--- config.mk ---
export PLATFORM = sky130hd
export DESIGN_NAME = dsp_addsub_seq_flat
export DESIGN_NICKNAME = d
export VERILOG_FILES = /design/src/rtl/dsp_addsub_seq_if.sv /design/src/rtl/dsp_addsub_seq.sv /design/src/flat_wrapper.sv
export SDC_FILE = /design/constraint.sdc
export NUM_CORES = 1
export LEC_CHECK = 0
export ABC_AREA = 1
export CAP_MARGIN = 0
export CORE_ASPECT_RATIO = 0.5
export CORE_MARGIN = 4
export CORE_UTILIZATION = 40
export CTS_CLUSTER_DIAMETER = 50
export DETAILED_ROUTE_END_ITERATION = 8
export PLACE_DENSITY = 0.75
export REMOVE_ABC_BUFFERS = 1
export SYNTH_ARGS = -nofsm -noshare
export SYNTH_HDL_FRONTEND = slang
export SYNTH_SLANG_ARGS = --single-unit
--- constraint.sdc ---
create_clock -name clk -period 10.4 [get_ports clk]
set_input_delay 1.04 -clock clk [delete_from_list [all_inputs] [get_ports clk]]
set_output_delay 1.04 -clock clk [all_outputs]
set_load 0.03 [all_outputs]
--- src/rtl/dsp_addsub_seq_if.sv ---
// Request/result bus of the slice-serial add/subtract unit.
interface dsp_addsub_seq_if #(
  parameter int unsigned WIDTH = 64
);
  logic             in_valid;
  logic             in_ready;
  logic             op;
  logic [WIDTH-1:0] input1;
  logic [WIDTH-1:0] input2;
  logic             out_valid;
  logic             out_ready;
  logic [WIDTH-1:0] out;
  logic             carry_out;
  logic             overflow;
  logic             zero;

  // Requester / result consumer side.
  modport master (
    output in_valid, op, input1, input2, out_ready,
    input  in_ready, out_valid, out, carry_out, overflow, zero
  );

  // Arithmetic unit side.
  modport slave (
    input  in_valid, op, input1, input2, out_ready,
    output in_ready, out_valid, out, carry_out, overflow, zero
  );
endinterface

--- src/rtl/dsp_addsub_seq.sv ---
// Slice-serial WIDTH-bit adder/subtractor: one SLICE-bit lane add per cycle, LSB slice first,
// with the lane carry held in a register between cycles.
module dsp_addsub_seq #(
  parameter int unsigned WIDTH = 64,
  parameter int unsigned SLICE = 16
) (
  input logic             clk,
  input logic             rst,
  dsp_addsub_seq_if.slave bus
);

  localparam int unsigned SAFE_SLICE = (SLICE == 0) ? 1 : SLICE;
  localparam int unsigned NSLICE     = WIDTH / SAFE_SLICE;
  localparam int unsigned CW         = (NSLICE > 1) ? $clog2(NSLICE) : 1;
  localparam int unsigned SW         = SLICE + 1;
  localparam logic [WIDTH-1:0] SLICE_MASK = WIDTH'({SLICE{1'b1}});

  if ((SLICE == 0) || (WIDTH == 0) || ((WIDTH % SAFE_SLICE) != 0)) begin : g_bad_cfg
    $error("dsp_addsub_seq: WIDTH must be a nonzero multiple of SLICE");
  end

  typedef enum logic [1:0] {StIdle, StCalc, StDone} state_e;

  state_e           state_q, state_d;
  logic [WIDTH-1:0] a_q, a_d;
  logic [WIDTH-1:0] b_q, b_d;
  logic             op_q, op_d;
  logic [CW-1:0]    cnt_q, cnt_d;
  logic             carry_q, carry_d;
  logic [WIDTH-1:0] res_q, res_d;
  logic             co_q, co_d;
  logic             ov_q, ov_d;
  logic             z_q, z_d;

  int unsigned      base;
  logic [WIDTH-1:0] b_eff;
  logic [SLICE-1:0] a_s, b_s;
  logic [SW-1:0]    sum;
  logic [WIDTH-1:0] res_new;

  // State and datapath registers; reset clears everything immediately.
  always_ff @(posedge clk or posedge rst) begin
    if (rst) begin
      state_q <= StIdle;
      a_q     <= '0;
      b_q     <= '0;
      op_q    <= 1'b0;
      cnt_q   <= '0;
      carry_q <= 1'b0;
      res_q   <= '0;
      co_q    <= 1'b0;
      ov_q    <= 1'b0;
      z_q     <= 1'b0;
    end else begin
      state_q <= state_d;
      a_q     <= a_d;
      b_q     <= b_d;
      op_q    <= op_d;
      cnt_q   <= cnt_d;
      carry_q <= carry_d;
      res_q   <= res_d;
      co_q    <= co_d;
      ov_q    <= ov_d;
      z_q     <= z_d;
    end
  end

  // Slice datapath plus next-state logic.
  always_comb begin
    state_d = state_q;
    a_d     = a_q;
    b_d     = b_q;
    op_d    = op_q;
    cnt_d   = cnt_q;
    carry_d = carry_q;
    res_d   = res_q;
    co_d    = co_q;
    ov_d    = ov_q;
    z_d     = z_q;

    // Subtract is a + ~b + 1; the +1 enters as the initial carry.
    base    = 32'(cnt_q) * SLICE;
    b_eff   = op_q ? ~b_q : b_q;
    a_s     = SLICE'(a_q >> base);
    b_s     = SLICE'(b_eff >> base);
    sum     = {1'b0, a_s} + {1'b0, b_s} + SW'(carry_q);
    res_new = (res_q & ~(SLICE_MASK << base)) | (WIDTH'(sum[SLICE-1:0]) << base);

    unique case (state_q)
      StIdle: begin
        if (bus.in_valid) begin
          a_d     = bus.input1;
          b_d     = bus.input2;
          op_d    = bus.op;
          cnt_d   = '0;
          carry_d = bus.op;
          state_d = StCalc;
        end
      end
      StCalc: begin
        res_d   = res_new;
        carry_d = sum[SLICE];
        if (cnt_q == CW'(NSLICE - 1)) begin
          state_d = StDone;
          co_d    = sum[SLICE];
          ov_d    = (a_q[WIDTH-1] == b_eff[WIDTH-1]) && (res_new[WIDTH-1] != a_q[WIDTH-1]);
          z_d     = (res_new == '0);
        end else begin
          cnt_d = cnt_q + 1'b1;
        end
      end
      StDone: begin
        if (bus.out_ready) begin
          state_d = StIdle;
        end
      end
      default: state_d = StIdle;
    endcase
  end

  assign bus.in_ready  = (state_q == StIdle);
  assign bus.out_valid = (state_q == StDone);
  assign bus.out       = res_q;
  assign bus.carry_out = co_q;
  assign bus.overflow  = ov_q;
  assign bus.zero      = z_q;

endmodule

--- src/flat_wrapper.sv ---
// flat-port wrapper written by rule: the top's interface ports become plain ports
module dsp_addsub_seq_flat 
#(
  parameter int unsigned WIDTH = 64,
  parameter int unsigned SLICE = 16
)
  (clk, rst, bus_in_valid, bus_op, bus_input1, bus_input2, bus_out_ready, bus_in_ready, bus_out_valid, bus_out, bus_carry_out, bus_overflow, bus_zero);
  dsp_addsub_seq_if #(.WIDTH(WIDTH)) bus_i ();
  input logic clk;
  input logic rst;
  input wire logic [$bits(bus_i.in_valid)-1:0] bus_in_valid;
  input wire logic [$bits(bus_i.op)-1:0] bus_op;
  input wire logic [$bits(bus_i.input1)-1:0] bus_input1;
  input wire logic [$bits(bus_i.input2)-1:0] bus_input2;
  input wire logic [$bits(bus_i.out_ready)-1:0] bus_out_ready;
  output wire logic [$bits(bus_i.in_ready)-1:0] bus_in_ready;
  output wire logic [$bits(bus_i.out_valid)-1:0] bus_out_valid;
  output wire logic [$bits(bus_i.out)-1:0] bus_out;
  output wire logic [$bits(bus_i.carry_out)-1:0] bus_carry_out;
  output wire logic [$bits(bus_i.overflow)-1:0] bus_overflow;
  output wire logic [$bits(bus_i.zero)-1:0] bus_zero;
  assign bus_i.in_valid = bus_in_valid;
  assign bus_i.op = bus_op;
  assign bus_i.input1 = bus_input1;
  assign bus_i.input2 = bus_input2;
  assign bus_i.out_ready = bus_out_ready;
  assign bus_in_ready = bus_i.in_ready;
  assign bus_out_valid = bus_i.out_valid;
  assign bus_out = bus_i.out;
  assign bus_carry_out = bus_i.carry_out;
  assign bus_overflow = bus_i.overflow;
  assign bus_zero = bus_i.zero;
  dsp_addsub_seq #(.WIDTH(WIDTH), .SLICE(SLICE)) u_core (.clk(clk), .rst(rst), .bus(bus_i));
endmodule
==> reports/results.ini <==
[timing]
hold_viol_final = 0
relSlewSlack_pct = 25.5
period_minus_slack_ps = 4640
setup_tns_ps = 0
slew_viol_final = 0
tightest_slew_ps = 1120
finalClockSkew_ps = 19.4
period_share_pct = 44.6
grt_setup_unrepaired = false
hold_slack_ps = 475
max_freq_mhz = 216
setup_viol = 0

[setup_path]
cpMostUsedCell = nand2_1
endpoint_kind = flop
critPathBufInv = 4
cpMaxStageDelayCell = inv_2
crit_path_cell_trace = buf_4 > inv_2 > buf_4 > nand2_1 > nand3_1 > nand2_1 > xor2_1 > fa_1 > fa_1 > inv_1 > nand2_2 > nand2_2 > nand3_1 > nand2_1 > nand2_1 > nand4_1 > o21ai_0 > nor2_1 > nand2_1 > nor2_1 > nand3_1 > nor2_1 > nand2_1 > nand2_1
cp_top_family = buffers and inverters
cp-start-kind = flop
slowest_delay_ps = 610
critical_path_required_ps = 10840
crit_type = reg2reg
crit_fanout = 51
arrival_ps = 5080

[drt]
drt_iter0_markers = 903
vias = 10100
wire_per_inst_um = 15.6
viasPerCell = 5.08
antenna_left = 0
routed_wirelength_um = 31100
drc_errors = 0
first_pass_iters = 6

[synthesis]
ys_warn_count = 0
synth.yosys.seq_area_share_pct = 46.4
syn_avg_cell_area_um2 = 7.34
synthArstFlopShare_pct = 100
synth_edf_count = 0
syn_area_mm2 = 0.0108
synth-main-ff-cell = dfrtp_1
ys_types = 37
synth_cells = 1476
synth-seq-cells = 201

[placement]
numPortBuffers = 201
dp_hpwl_um = 21800
place_inst = 1956
gp_congestion = 0.918

[clock_network]
clockBufferDepth = 3
cts_buffers = 20
cts.sinks = 201
postCtsSetupRepairBufs = 0
hold_buffers = 0
clk_latency_ps = 500
post_cts_resized = 0
cts_max_level = 1
cts_tree = yes
cts_root_buf = clkbuf_16
clkTransAtPathRegs_ps = 60

[floorplan]
die_y_um = 124
rows = 42
start_util_pct = 40.8
ios = 202
dieArea_mm2 = 0.0300
core_region_area_mm2 = 0.0265
die_w_um = 241

[grt]
grt_max_degree = 128
grt_pass1_vias = 9832
grt_usage_pct = 20.4
grt_pass1_wl_um = 50400
grt-ovfl-total = 0
antenna_found_initial = 3

[hold_path]
min_path_type = reg2reg

[outcome]
status = finished, final reports clean

[cells_and_area]
drive_gt1_share_pct = 4.76
final_cells = 1994
syn2layout_area_growth_pct = 25.9
nets = 1780
final_cell_mix = nand2_1, clkdlybuf4s50_1, dfrtp_1
fillCellCount = 2537
layout_commonest_cell = nand2_1

[flow_run]
cap_viol_max_count = 0

## routing by layer
layer  track usage [%]  vias to the layer above  part of all wire (%)
met5                 0                        -                 0.026
li1                  -                     4994                     -
met2              33.7                      298                    47
met1              28.1                     4771                    45
met3              2.99                       55                   5.3
met4              5.59                        2                   2.6
## cell type report
class / instances / area, um2 / area share, %
multi-input cells: 1042 / 4890 / 35.8
clock inverters: 7 / 42.5 / 0.312
well taps: 352 / 440 / 3.23
diodes: 3 / 7.51 / 0.0550
repair buffers: 209 / 2070 / 15.2
inverters: 152 / 581 / 4.26
clock buffers: 28 / 582 / 4.26
flip-flops and latches: 201 / 5030 / 36.9
## worst min-delay path, cell delays in order (launching register included)
cell and delay [ps]:
dfrtp_1 340, nand2_1 50, nand2_1 60
## registers in the layout, summed over array words and instances, names as in the netlist
signal and count:
u_core.b_q 64, u_core.bus.zero 1, u_core.op_q 1, u_core.state_q 2, u_core.bus.out 64, u_core.carry_q 1
u_core.bus.overflow 1, u_core.cnt_q 2, u_core.bus.carry_out 1, u_core.a_q 64
## metrics by stage
step,util [%],setup WS (ps),instance area [um2]
floorplan,-,3880,10500
global placement,49.0,5910,13000
detailed placement,49.0,5840,13000
CTS,51.4,5820,13600
global route,51.4,5340,13600
finish,51.4,5760,13600
## cell families after synthesis
| kind of cell | Yosys count | share of synthesized area, % |
|---|---|---|
| AO/OA/AOI/OAI | 259 | 12.9 |
| XOR/XNOR | 18 | 1.45 |
| adder cells (fa/ha/maj) | 21 | 2.56 |
| buffers and inverters | 233 | 8.53 |
| flip-flops | 201 | 46.4 |
| AND/OR/NAND/NOR | 744 | 28.1 |
## worst paths after layout
check                                start                 end  slack (ps)  cells after the start
hold reg to reg             u_core.a_q[31]      u_core.a_q[31]         470                      2
setup reg to reg           u_core.cnt_q[0]     u_core.bus.zero        5760                     24
max in group asynchronous              rst      u_core.b_q[20]        7720                      3
min in group asynchronous              rst  u_core.bus.out[16]        1130                      2
setup / recovery           u_core.cnt_q[0]     u_core.bus.zero        5760                     24
hold / removal              u_core.a_q[31]      u_core.a_q[31]         470                      2
## synthesized netlist by cell type (4+ instances only)
cell	number	area [um2]
o211ai_1	10	75.1
nand3_1	75	375
nand2_2	14	87.6
inv_2	6	22.5
nand2_1	543	2040
nand4_1	19	119
o21ai_0	146	731
buf_2	25	125
o22ai_1	5	31.3
a21oi_1	55	275
buf_1	9	33.8
nand3_2	4	40.0
nor2_2	5	31.3
ha_1	19	238
clkbuf_1	44	165
nor2_1	77	289
o21ai_1	4	20.0
inv_1	146	548
dfrtp_1	201	5030
a31oi_1	31	194
xor2_1	17	149
Power is left out: the tool's default activity adds up to more than one toggle a clock period on the data nets, which glitch-free logic cannot reach.
